File: src/rtl/RgbdVoConfigPk.sv
// -----------------------------------------------------------------------------
// RgbdVoConfigPk
// Shared configuration for the RGB-D VO datapath blocks.
//   - Default depth window and geometry pipeline latency.
//   - corr_side_t: sideband that travels next to a geometry request so it can
//     be re-joined with the geometry result (valid, frame markers, source
//     pixel coordinates and depth).
// No ports (package).
// -----------------------------------------------------------------------------
package RgbdVoConfigPk;

    localparam int CFG_H_BW      = 10;
    localparam int CFG_V_BW      = 10;
    localparam int CFG_DEPTH_BW  = 16;

    localparam int DEPTH_MIN_DEF = 1;
    localparam int DEPTH_MAX_DEF = 19999;
    localparam int GEO_PIPE_LAT  = 11;

    typedef struct packed {
        logic                    valid;
        logic                    fs;
        logic                    fe;
        logic [CFG_H_BW-1:0]     x;
        logic [CFG_V_BW-1:0]     y;
        logic [CFG_DEPTH_BW-1:0] depth;
    } corr_side_t;

endpackage

File: src/rtl/corr_side_delay.sv
// -----------------------------------------------------------------------------
// corr_side_delay
// Fixed-length shift register for the correspondence sideband. Every stage
// shifts every cycle, so an entry written at cycle t appears on o_side at
// cycle t+PIPE_LAT.
// Ports:
//   i_clk   clock
//   i_rst   asynchronous active-high reset, clears every stage
//   i_side  sideband entering the line
//   o_side  sideband leaving the last stage
// -----------------------------------------------------------------------------
module corr_side_delay
    import RgbdVoConfigPk::*;
#(
    parameter int PIPE_LAT = GEO_PIPE_LAT
) (
    input  logic       i_clk,
    input  logic       i_rst,
    input  corr_side_t i_side,
    output corr_side_t o_side
);

    genvar gi;
    generate
        for (gi = 0; gi < PIPE_LAT; gi++) begin : g_stage
            corr_side_t stage_q;
            if (gi == 0) begin : g_head
                always_ff @(posedge i_clk or posedge i_rst) begin
                    if (i_rst) begin
                        stage_q <= '0;
                    end else begin
                        stage_q <= i_side;
                    end
                end
            end else begin : g_body
                always_ff @(posedge i_clk or posedge i_rst) begin
                    if (i_rst) begin
                        stage_q <= '0;
                    end else begin
                        stage_q <= g_stage[gi-1].stage_q;
                    end
                end
            end
        end
    endgenerate

    assign o_side = g_stage[PIPE_LAT-1].stage_q;

endmodule

File: src/rtl/corr_calc_ctrl.sv
// -----------------------------------------------------------------------------
// corr_calc_ctrl
// Frame-level control shell for direct correspondence calculation.
//   - Tracks pixel coordinates (with optional subsampling) and issues a
//     geometry request for every selected pixel whose depth is in the window.
//   - Delays the request sideband by PIPE_LAT so it lines up with the
//     external geometry result, bounds-checks the projected index, and
//     reports per-frame in-bound / out-of-bound counts.
// Ports:
//   i_clk, i_rst                clock, asynchronous active-high reset
//   i_frame_start/end, i_valid  input pixel stream markers and valid
//   i_depth0                    depth of the current pixel
//   r_hsize, r_vsize            frame size
//   r_depth_min/max             inclusive depth window
//   r_stride                    subsample step (0 behaves as 1)
//   o_geo_*                     request to the geometry pipeline
//   i_geo_*                     geometry result (signed projected index)
//   o_frame_start/end, o_valid  aligned output stream
//   o_depth0, o_idx0_*          source pixel depth and coordinates
//   o_idx1_*                    projected coordinates (0 unless o_valid)
//   o_corr_cnt, o_oob_cnt       counts for the last completed frame
//   o_cnt_valid                 one-cycle pulse when the counts update
//   o_lat_err                   sticky request/result valid mismatch
// -----------------------------------------------------------------------------
module corr_calc_ctrl
    import RgbdVoConfigPk::*;
#(
    parameter int H_BW      = CFG_H_BW,
    parameter int V_BW      = CFG_V_BW,
    parameter int DEPTH_BW  = CFG_DEPTH_BW,
    parameter int PROJ_BW   = 12,
    parameter int PIPE_LAT  = GEO_PIPE_LAT,
    parameter int STRIDE_BW = 3,
    parameter int CNT_BW    = 20
) (
    input  logic                 i_clk,
    input  logic                 i_rst,
    input  logic                 i_frame_start,
    input  logic                 i_frame_end,
    input  logic                 i_valid,
    input  logic [DEPTH_BW-1:0]  i_depth0,
    input  logic [H_BW-1:0]      r_hsize,
    input  logic [V_BW-1:0]      r_vsize,
    input  logic [DEPTH_BW-1:0]  r_depth_min,
    input  logic [DEPTH_BW-1:0]  r_depth_max,
    input  logic [STRIDE_BW-1:0] r_stride,
    output logic                 o_geo_valid,
    output logic [H_BW-1:0]      o_geo_idx_x,
    output logic [V_BW-1:0]      o_geo_idx_y,
    output logic [DEPTH_BW-1:0]  o_geo_depth,
    input  logic                 i_geo_valid,
    input  logic [PROJ_BW-1:0]   i_geo_idx_x,
    input  logic [PROJ_BW-1:0]   i_geo_idx_y,
    output logic                 o_frame_start,
    output logic                 o_frame_end,
    output logic                 o_valid,
    output logic [DEPTH_BW-1:0]  o_depth0,
    output logic [H_BW-1:0]      o_idx0_x,
    output logic [V_BW-1:0]      o_idx0_y,
    output logic [H_BW-1:0]      o_idx1_x,
    output logic [V_BW-1:0]      o_idx1_y,
    output logic [CNT_BW-1:0]    o_corr_cnt,
    output logic [CNT_BW-1:0]    o_oob_cnt,
    output logic                 o_cnt_valid,
    output logic                 o_lat_err
);

    // One extra bit so the projected index and the frame size compare as
    // non-negative numbers of equal width.
    localparam int CWX = ((PROJ_BW > H_BW) ? PROJ_BW : H_BW) + 1;
    localparam int CWY = ((PROJ_BW > V_BW) ? PROJ_BW : V_BW) + 1;

    // ---------------------------------------------------------------------
    // Pixel coordinate and stride phase tracking
    // ---------------------------------------------------------------------
    logic [H_BW-1:0]      x_q, x_d, cur_x;
    logic [V_BW-1:0]      y_q, y_d, cur_y;
    logic [STRIDE_BW-1:0] sx_q, sx_d, cur_sx;
    logic [STRIDE_BW-1:0] sy_q, sy_d, cur_sy;
    logic [STRIDE_BW-1:0] stride_m1;
    logic                 selected;
    logic                 depth_ok;

    assign stride_m1 = (r_stride == '0) ? '0 : r_stride - STRIDE_BW'(1);

    // frame_start overrides whatever position the counters drifted to.
    assign cur_x  = i_frame_start ? '0 : x_q;
    assign cur_y  = i_frame_start ? '0 : y_q;
    assign cur_sx = i_frame_start ? '0 : sx_q;
    assign cur_sy = i_frame_start ? '0 : sy_q;

    assign selected = (cur_sx == '0) && (cur_sy == '0);
    assign depth_ok = (i_depth0 >= r_depth_min) && (i_depth0 <= r_depth_max);

    always_comb begin
        x_d  = x_q;
        y_d  = y_q;
        sx_d = sx_q;
        sy_d = sy_q;
        if (i_valid) begin
            if (cur_x == r_hsize - H_BW'(1)) begin
                x_d  = '0;
                sx_d = '0;
                if (cur_y == r_vsize - V_BW'(1)) begin
                    y_d  = '0;
                    sy_d = '0;
                end else begin
                    y_d  = cur_y + V_BW'(1);
                    sy_d = (cur_sy == stride_m1) ? '0 : cur_sy + STRIDE_BW'(1);
                end
            end else begin
                x_d  = cur_x + H_BW'(1);
                sx_d = (cur_sx == stride_m1) ? '0 : cur_sx + STRIDE_BW'(1);
                y_d  = cur_y;
                sy_d = cur_sy;
            end
        end else if (i_frame_start) begin
            // Marker without a pixel: the next valid pixel is (0,0).
            x_d  = '0;
            y_d  = '0;
            sx_d = '0;
            sy_d = '0;
        end
    end

    // ---------------------------------------------------------------------
    // Geometry request registers
    // ---------------------------------------------------------------------
    logic                geo_valid_q;
    logic [H_BW-1:0]     geo_x_q;
    logic [V_BW-1:0]     geo_y_q;
    logic [DEPTH_BW-1:0] geo_depth_q;
    logic                req_fs_q;
    logic                req_fe_q;

    always_ff @(posedge i_clk or posedge i_rst) begin
        if (i_rst) begin
            x_q         <= '0;
            y_q         <= '0;
            sx_q        <= '0;
            sy_q        <= '0;
            geo_valid_q <= 1'b0;
            geo_x_q     <= '0;
            geo_y_q     <= '0;
            geo_depth_q <= '0;
            req_fs_q    <= 1'b0;
            req_fe_q    <= 1'b0;
        end else begin
            x_q         <= x_d;
            y_q         <= y_d;
            sx_q        <= sx_d;
            sy_q        <= sy_d;
            geo_valid_q <= i_valid & selected & depth_ok;
            req_fs_q    <= i_frame_start;
            req_fe_q    <= i_frame_end;
            // Fields follow every valid pixel, rejected ones included, so the
            // sideband always carries the most recent source pixel.
            if (i_valid) begin
                geo_x_q     <= cur_x;
                geo_y_q     <= cur_y;
                geo_depth_q <= i_depth0;
            end
        end
    end

    assign o_geo_valid = geo_valid_q;
    assign o_geo_idx_x = geo_x_q;
    assign o_geo_idx_y = geo_y_q;
    assign o_geo_depth = geo_depth_q;

    // ---------------------------------------------------------------------
    // Sideband delay line: tap lines up with i_geo_* of the same request
    // ---------------------------------------------------------------------
    corr_side_t side_in;
    corr_side_t tap;

    always_comb begin
        side_in       = '0;
        side_in.valid = geo_valid_q;
        side_in.fs    = req_fs_q;
        side_in.fe    = req_fe_q;
        side_in.x     = geo_x_q;
        side_in.y     = geo_y_q;
        side_in.depth = geo_depth_q;
    end

    corr_side_delay #(
        .PIPE_LAT (PIPE_LAT)
    ) u_side_delay (
        .i_clk  (i_clk),
        .i_rst  (i_rst),
        .i_side (side_in),
        .o_side (tap)
    );

    // ---------------------------------------------------------------------
    // Bounds check, counters, latency check
    // ---------------------------------------------------------------------
    logic [CWX-1:0]    gx_ext;
    logic [CWY-1:0]    gy_ext;
    logic              in_bound;
    logic              hit;
    logic              miss;
    logic [CNT_BW-1:0] corr_base, corr_new, corr_run_q, corr_run_d;
    logic [CNT_BW-1:0] oob_base, oob_new, oob_run_q, oob_run_d;
    logic              lat_err_q, lat_err_d;

    assign gx_ext = CWX'(i_geo_idx_x);
    assign gy_ext = CWY'(i_geo_idx_y);

    // Sign bit clear means non-negative; then an unsigned compare suffices.
    assign in_bound = ~i_geo_idx_x[PROJ_BW-1] && (gx_ext < CWX'(r_hsize)) &&
                      ~i_geo_idx_y[PROJ_BW-1] && (gy_ext < CWY'(r_vsize));
    assign hit  = i_geo_valid & in_bound;
    assign miss = i_geo_valid & ~in_bound;

    always_comb begin
        // The frame_start result belongs to the new frame, so clear first.
        corr_base  = tap.fs ? '0 : corr_run_q;
        oob_base   = tap.fs ? '0 : oob_run_q;
        corr_new   = (hit  && (corr_base != '1)) ? corr_base + CNT_BW'(1) : corr_base;
        oob_new    = (miss && (oob_base  != '1)) ? oob_base  + CNT_BW'(1) : oob_base;
        corr_run_d = tap.fe ? '0 : corr_new;
        oob_run_d  = tap.fe ? '0 : oob_new;
        // A mismatch on the frame_start cycle itself still counts.
        lat_err_d  = (tap.fs ? 1'b0 : lat_err_q) | (i_geo_valid ^ tap.valid);
    end

    logic                valid_q;
    logic [H_BW-1:0]     idx1_x_q;
    logic [V_BW-1:0]     idx1_y_q;
    logic [H_BW-1:0]     idx0_x_q;
    logic [V_BW-1:0]     idx0_y_q;
    logic [DEPTH_BW-1:0] depth0_q;
    logic                fs_out_q;
    logic                fe_out_q;
    logic [CNT_BW-1:0]   corr_cnt_q;
    logic [CNT_BW-1:0]   oob_cnt_q;
    logic                cnt_valid_q;

    always_ff @(posedge i_clk or posedge i_rst) begin
        if (i_rst) begin
            valid_q     <= 1'b0;
            idx1_x_q    <= '0;
            idx1_y_q    <= '0;
            idx0_x_q    <= '0;
            idx0_y_q    <= '0;
            depth0_q    <= '0;
            fs_out_q    <= 1'b0;
            fe_out_q    <= 1'b0;
            corr_run_q  <= '0;
            oob_run_q   <= '0;
            corr_cnt_q  <= '0;
            oob_cnt_q   <= '0;
            cnt_valid_q <= 1'b0;
            lat_err_q   <= 1'b0;
        end else begin
            valid_q     <= hit;
            idx1_x_q    <= hit ? H_BW'(i_geo_idx_x) : '0;
            idx1_y_q    <= hit ? V_BW'(i_geo_idx_y) : '0;
            idx0_x_q    <= tap.x;
            idx0_y_q    <= tap.y;
            depth0_q    <= tap.depth;
            fs_out_q    <= tap.fs;
            fe_out_q    <= tap.fe;
            corr_run_q  <= corr_run_d;
            oob_run_q   <= oob_run_d;
            cnt_valid_q <= tap.fe;
            lat_err_q   <= lat_err_d;
            if (tap.fe) begin
                corr_cnt_q <= corr_new;
                oob_cnt_q  <= oob_new;
            end
        end
    end

    assign o_valid       = valid_q;
    assign o_idx1_x      = idx1_x_q;
    assign o_idx1_y      = idx1_y_q;
    assign o_idx0_x      = idx0_x_q;
    assign o_idx0_y      = idx0_y_q;
    assign o_depth0      = depth0_q;
    assign o_frame_start = fs_out_q;
    assign o_frame_end   = fe_out_q;
    assign o_corr_cnt    = corr_cnt_q;
    assign o_oob_cnt     = oob_cnt_q;
    assign o_cnt_valid   = cnt_valid_q;
    assign o_lat_err     = lat_err_q;

endmodule

File: config.mk
export PLATFORM = sky130hd
export DESIGN_NAME = corr_calc_ctrl
export DESIGN_NICKNAME = d
export VERILOG_FILES = /design/src/rtl/RgbdVoConfigPk.sv /design/src/rtl/corr_side_delay.sv /design/src/rtl/corr_calc_ctrl.sv
export SDC_FILE = /design/constraint.sdc
export NUM_CORES = 1
export LEC_CHECK = 0
export BUFFER_PORTS_ARGS = -buffer_cell sky130_fd_sc_hd__buf_2
export CAP_MARGIN = 0
export CELL_PAD_IN_SITES_DETAIL_PLACEMENT = 1
export CELL_PAD_IN_SITES_GLOBAL_PLACEMENT = 1
export CORE_MARGIN = 5
export CORE_UTILIZATION = 48
export CTS_BUF_LIST = sky130_fd_sc_hd__clkbuf_16
export CTS_CLUSTER_DIAMETER = 150
export CTS_CLUSTER_SIZE = 8
export DETAILED_ROUTE_END_ITERATION = 16
export PLACE_DENSITY = 0.87
export SETUP_SLACK_MARGIN = 0.3
export SYNTH_ARGS = -nofsm -noshare
export SYNTH_HDL_FRONTEND = slang
export SYNTH_SLANG_ARGS = --single-unit
File: constraint.sdc
create_clock -name i_clk -period 31.8 [get_ports i_clk]
set_clock_uncertainty 0.15 [all_clocks]
set_input_delay 7.95 -clock i_clk [delete_from_list [all_inputs] [get_ports i_clk]]
set_output_delay 7.95 -clock i_clk [all_outputs]
set_load 0.01 [all_outputs]
### After elaboration in Yosys (flattened, before gate mapping)

Index checks and enable logic that the tools add are counted.

| storage, ports and cells | value |
|---|---|
| logic and storage cells | 153 |
| flip-flop bits (word level) | 634 |

| cells by class | value |
|---|---|
| reduce and logical (&&, ||, !) cells | 10 |
| $add $sub $neg | 9 |
| eq/ne operators | 6 |
| order comparisons | 4 |
| multiplexer cells | 26 |
| bitwise operators | 9 |

Operator list:

| kind | number |
|---|---|
| two-way mux 20 bit | 6 |
| two-way mux 10 bit | 9 |
| adder 20 x 1 -> 20 bit (second input constant) | 2 |
| != test 20 bit (second input constant) | 2 |
| two-way mux 3 bit | 10 |
| less-than comparator 12 x 10 -> 1 bit | 2 |
| adder 10 x 1 -> 10 bit (second input constant) | 2 |
| == test 10 bit | 2 |
| subtractor 10 x 1 -> 10 bit (second input constant) | 2 |
| greater-or-equal comparator 16 bit | 1 |
| <= comparator 16 bit | 1 |
| logical NOT 3 bit | 3 |
| logical AND 1 bit | 7 |
| adder 3 x 1 -> 3 bit (second input constant) | 2 |
| == test 3 bit | 2 |
| AND 1 bit | 4 |
| inverter 1 bit | 3 |
| subtractor 3 x 1 -> 3 bit (second input constant) | 1 |
| two-way mux 1 bit | 1 |
| OR 1 bit | 1 |
| XOR 1 bit | 1 |

### Longest topological paths before layout

| logic depth | value |
|---|---|
| depth after elaboration | 9 |
| gate-level depth with buffers | 13 |
| gate-level depth less buffers | 10 |

### Modules after synthesis

A second synthesis with hierarchy kept.

| second synthesis, totals | value |
|---|---|
| cells, all modules | 1546 |
| area total of the unflattened synthesis | 21794.7 µm² |

Modules (own cells, without submodules):

| module | area each (µm²) | seq. area each (µm²) | cells each | instances |
|---|---|---|---|---|
| corr_calc_ctrl | 11055.6 | 5129.9 | 1116 | 1 |
| corr_side_delay | 10739.0 | 10735.3 | 430 | 1 |

### Worst setup path before layout

OpenSTA, ideal clock, no wires.

| timing path | value |
|---|---|
| path type | input to register |
| from | input port r_hsize[1] |
| to | register corr_run_q[10] |
| cell stages on the path | 9 |
| arrival | 10.052 ns |
| library setup time | 0.080 ns |
| buffers on the path | 1 |
| data required time | 31.570 ns |
| slack | 21.519 ns |
| cells stage by stage | inv_1 -> ha_1 -> a21o_1 -> a211o_1 -> a221o_1 -> a21o_1 -> buf_6 -> or4_1 -> a21oi_1 |

| between the ends | value |
|---|---|
| cells in the longest elaborated chain, start to end | 8 |

Ends and longest elaborated chain:

| element | RTL line | text |
|---|---|---|
| from (decl) | corr_calc_ctrl.sv:42 | `input logic [H_BW-1:0] r_hsize,` |
| less-than comparator 12 x 10 -> 1 bit | corr_calc_ctrl.sv:212 | `assign in_bound = ~i_geo_idx_x[PROJ_BW-1] && (gx_ext < CWX'(r_hsize)) &&` |
| logical AND 1 bit (2 in a row) | corr_calc_ctrl.sv:212 |  |
| logical AND 1 bit | corr_calc_ctrl.sv:213 | `~i_geo_idx_y[PROJ_BW-1] && (gy_ext < CWY'(r_vsize));` |
| AND 1 bit | corr_calc_ctrl.sv:214 | `assign hit = i_geo_valid & in_bound;` |
| logical AND 1 bit | corr_calc_ctrl.sv:221 | `corr_new = (hit && (corr_base != '1)) ? corr_base + CNT_BW'(1) : corr_base;` |
| two-way mux 20 bit | corr_calc_ctrl.sv:221 |  |
| two-way mux 20 bit | corr_calc_ctrl.sv:223 | `corr_run_d = tap.fe ? '0 : corr_new;` |
| named net corr_run_d[10] | corr_calc_ctrl.sv:204 | `logic [CNT_BW-1:0] corr_base, corr_new, corr_run_q, corr_run_d;` |
| to (signal assigned) | corr_calc_ctrl.sv:266 | `corr_run_q <= corr_run_d;` |
| to (decl) | corr_calc_ctrl.sv:204 |  |

The timed path passes the listed nets, and every way through them passes these cells.
A chain may end at the register's enable or synchronous reset.

### Final worst setup path

| timing path | value |
|---|---|
| from | input port r_vsize[5] |
| to | register corr_cnt_q[7] (netlist: o_corr_cnt[7]) |

| between the ends | value |
|---|---|
| cells in the longest elaborated chain, start to end | 5 |

Ends and longest elaborated chain:

| element | RTL line | text |
|---|---|---|
| from (decl) | corr_calc_ctrl.sv:43 | `input logic [V_BW-1:0] r_vsize,` |
| less-than comparator 12 x 10 -> 1 bit | corr_calc_ctrl.sv:213 |  |
| logical AND 1 bit | corr_calc_ctrl.sv:213 |  |
| AND 1 bit | corr_calc_ctrl.sv:214 |  |
| logical AND 1 bit | corr_calc_ctrl.sv:221 |  |
| two-way mux 20 bit | corr_calc_ctrl.sv:221 |  |
| to (signal assigned) | corr_calc_ctrl.sv:271 | `corr_cnt_q <= corr_new;` |
| to (decl) | corr_calc_ctrl.sv:237 | `logic [CNT_BW-1:0] corr_cnt_q;` |

No other way between the ends.

==> results.toml <==
[run_status]
status = "complete, no violations"

[worst_setup_path]
slowest_stage = "inv_1"
max_stage_delay_ns = 0.89
cp-start-kind = "primary input"
end_kind = "flop"
crit_fanout = 44
crit_path_cell_trace = "buf_2 -> inv_1 -> ha_1 -> a21o_1 -> a21oi_1 -> o21ai_0 -> a2111o_1 -> a21o_1 -> buf_4 -> inv_1 -> nand3_1 -> a31oi_1"
crit_type = "primary input to flop"
arrival_ns = 11.28
cp.required_ns = 32.15

[sta]
period_share = 0.343
worst_slew_pin_slew_ns = 1.34
finalSetupViolations = 0
grt_setup_unrepaired = "no"
setup_slack_ns = 20.88
fmax_ghz = 0.0916
setup_tns_ns = 0
drv_slew = 0
hold_viol = 0
fin_crit_ns = 10.92
max_slew_margin = 0.102

[global_routing]
grt_first_pass_wirelength_mm = 97.3
grt.total_usage = 0.250
grt_max_degree = 189
gr-total-overflow = 0
grt_pass1_vias = 16178
antenna_found_initial = 8

[cts]
post_cts_buffers = 0
clk_latency_ns = 0.63
cts-hold-fix-buffers = 0
cts.clk_slew.worst_paths_ns = 0.06
cts_max_path_buffers = 3
h-tree-depth = 3
cts-root-buf = "clkbuf_16"
cts_sinks = 634
cts_tree = "built"
cts.repair.resized = 0
cts_buffers = 89

[synthesis]
yosys_register_bits = 634
synth_nets = 1736
yosysWarnings = 0
yosysSeqAreaShare = 0.724
synth_ff_type = "dfrtp_1"
syn_area_um2 = 21900
syn_inst = 1573
synth_edf_count = 0
ys_types = 74
syn_area_per_cell_um2 = 13.9
synthArstFlopShare = 1.00

[pwr]
p_leak_nw = 12.9
power.density_nw_per_um2 = 68.5
p_clk_frac = 0.474
p_comb_frac = 0.046
internal_power_mw = 1.38
power_frac_seq = 0.480
ir_worst_vdd_mv = 0.0419
switching_power_mw = 0.417
p_sw_frac = 0.233

[floorplanning]
num_rows = 78
die_area_um2 = 50100
die_h_um = 224
start_util = 0.484
pin_count = 239
core_area_um2 = 45300
die_w_um = 224

[routing]
viasPerCell = 5.81
wl_per_cell_um = 25.4
num_vias = 14345
firstDrtPassIters = 5
drc_errors = 0
postRouteAntennaNets = 0
drt_iter0_drc = 1167
drt_wl_total_mm = 62.6

[placed_design]
io_buffer_count = 238
finalWeightedCongestion = 0.862
place_ws_ns = 20.36
dp_hpwl_mm = 35.8

[final_layout]
area_growth_pct = 19.2
layout.nets = 2018
drive_gt1_frac = 0.211
fin_util = 0.577

[worst_hold_path]
hold_class = "flop to flop"

[run]
maxCapViolCount = 0
synth_stat cells (3+ instances only):
cell type	instances	area [um2]
a21boi_0	3	22.5
nor4_1	9	56.3
a31oi_1	21	131
inv_1	82	308
or4_1	27	203
a311oi_1	3	26.3
nand4_1	26	163
mux2i_1	3	30.0
ha_1	62	776
nand3_1	73	365
xor2_1	5	43.8
nand2_1	51	191
and3_1	16	100
nor3_1	27	135
or2_2	3	18.8
o21ai_1	7	35.0
xnor2_1	27	236
nor2b_1	35	219
a32oi_1	8	70.1
o2bb2ai_1	4	35.0
o311ai_0	3	26.3
and2_1	21	131
a21oi_1	53	265
a21o_1	23	173
or3_1	23	144
a22oi_1	3	22.5
mux2_2	33	372
dfrtp_1	634	15900
buf_2	11	55.1
o22ai_1	3	18.8
o2111ai_1	3	26.3
nand4bb_1	4	45.0
nor2_1	59	221
o31ai_1	21	158
nand2b_1	22	138
nor4bb_1	3	30.0
o211ai_1	20	150
a21boi_1	4	30.0
clkbuf_1	44	165
a211o_1	4	35.0
a211oi_1	5	37.5
o21ai_0	41	205
per-stage QoR:
step / total power, mW / hold slack, ns / instance area, um2 / std cells
after global placement: 0.943 / 0.181 / 23700 / 2364
after floorplan: 0.913 / 0.181 / 21900 / 1573
after global routing: 1.86 / 0.180 / 26100 / 2462
after CTS: 1.81 / 0.172 / 26100 / 2462
after detailed placement: 0.952 / 0.186 / 23700 / 2364
final: 1.79 / 0.180 / 26100 / 2467
per-layer routing:
metal	wire, um	GRT usage	vias up
li1	-	-	6007
met1	24000	0.310	7496
met2	32200	0.433	640
met4	2730	0.111	4
met3	3640	0.0461	198
met5	27	0	-
area by class of cell:
type	instances	area [um2]
sequential	634	15900
fill	4414	19100
inverter	83	319
antenna	5	12.5
clock buffer	91	2280
clock inverter	7	119
tap	600	751
multi-input combinational	798	5510
timing repair buffer	249	1290
kinds of logic (layout without fill, tap and decap cells):
kind of cell	Yosys count	in the layout	synth area share
multiplexers	36	36	0.0183
AO/OA/AOI/OAI	247	247	0.0747
buffers and inverters	141	430	0.0254
flip-flops	634	634	0.724
AND/OR/NAND/NOR	419	419	0.108
other	0	5	0
XOR/XNOR	34	34	0.0148
adder cells (fa/ha/maj)	62	62	0.0354
layout by cell type, fill, tap and decap left out, types with 23 or more instances in the layout:
master and n:
dfrtp_1 633, buf_2 238, clkbuf_16 91, inv_1 82
nand3_1 73, ha_1 62, nor2_1 58, a21oi_1 53
nand2_1 51, o21ai_0 41, nor2b_1 35, mux2_2 33
xnor2_1 27, or4_1 27, nor3_1 27, nand4_1 26
or3_1 23, a21o_1 23
critical path, delay by kind of cell:
family,cells,cell delay (ns)
AOI/OAI and AO/OA,6,1.33
adders and majority gates,1,0.33
buffers and inverters,4,1.36
and+or+nand+nor,1,0.28
worst paths after layout:
path                                                                    start                                             to  slack, ns  depth (start not counted)
worst max register to register              u_side_delay.o_side[36]$_DFF_PP0_                     o_corr_cnt[17]$_DFFE_PP0P_      27.63                          5
worst min register to register  u_side_delay.g_stage[1].stage_q[30]$_DFF_PP0_  u_side_delay.g_stage[2].stage_q[30]$_DFF_PP0_       0.18                          0
worst max-delay path                                               r_vsize[5]                      o_corr_cnt[7]$_DFFE_PP0P_      20.88                         12
worst min-delay path            u_side_delay.g_stage[1].stage_q[30]$_DFF_PP0_  u_side_delay.g_stage[2].stage_q[30]$_DFF_PP0_       0.18                          0
max in group asynchronous                                               i_rst                          o_idx1_x[5]$_DFF_PP0_      21.55                          4
min in group asynchronous                                               i_rst              u_side_delay.o_side[10]$_DFF_PP0_       7.42                          2
power groups by stage:
| stage | Combinational [mW] | Clock (mW) | Sequential (mW) |
|---|---|---|---|
| 6_report | 0.0825 | 0.849 | 0.861 |
| 5_1_grt | 0.0910 | 0.906 | 0.863 |
| 4_1_cts | 0.0835 | 0.866 | 0.861 |
| 3_5_place_dp | 0.0804 | 0 | 0.872 |
| 3_3_place_gp | 0.0762 | 0 | 0.867 |
| 2_1_floorplan | 0.0429 | 0 | 0.870 |
sequential cells by signal, summed over array words and instances, names as in the netlist, 3 cells and up:
name	flops
o_geo_depth	16
u_side_delay.o_side	39
o_depth0	16
o_geo_idx_x	10
o_idx0_x	10
o_geo_idx_y	10
o_idx1_x	10
sx_q	3
oob_run_q	20
corr_run_q	20
o_corr_cnt	20
o_oob_cnt	20
o_idx1_y	10
u_side_delay.g_stage.stage_q	390
o_idx0_y	10
x_q	10
y_q	10
sy_q	3
No activity file was read; power rests on OpenSTA's default activity.
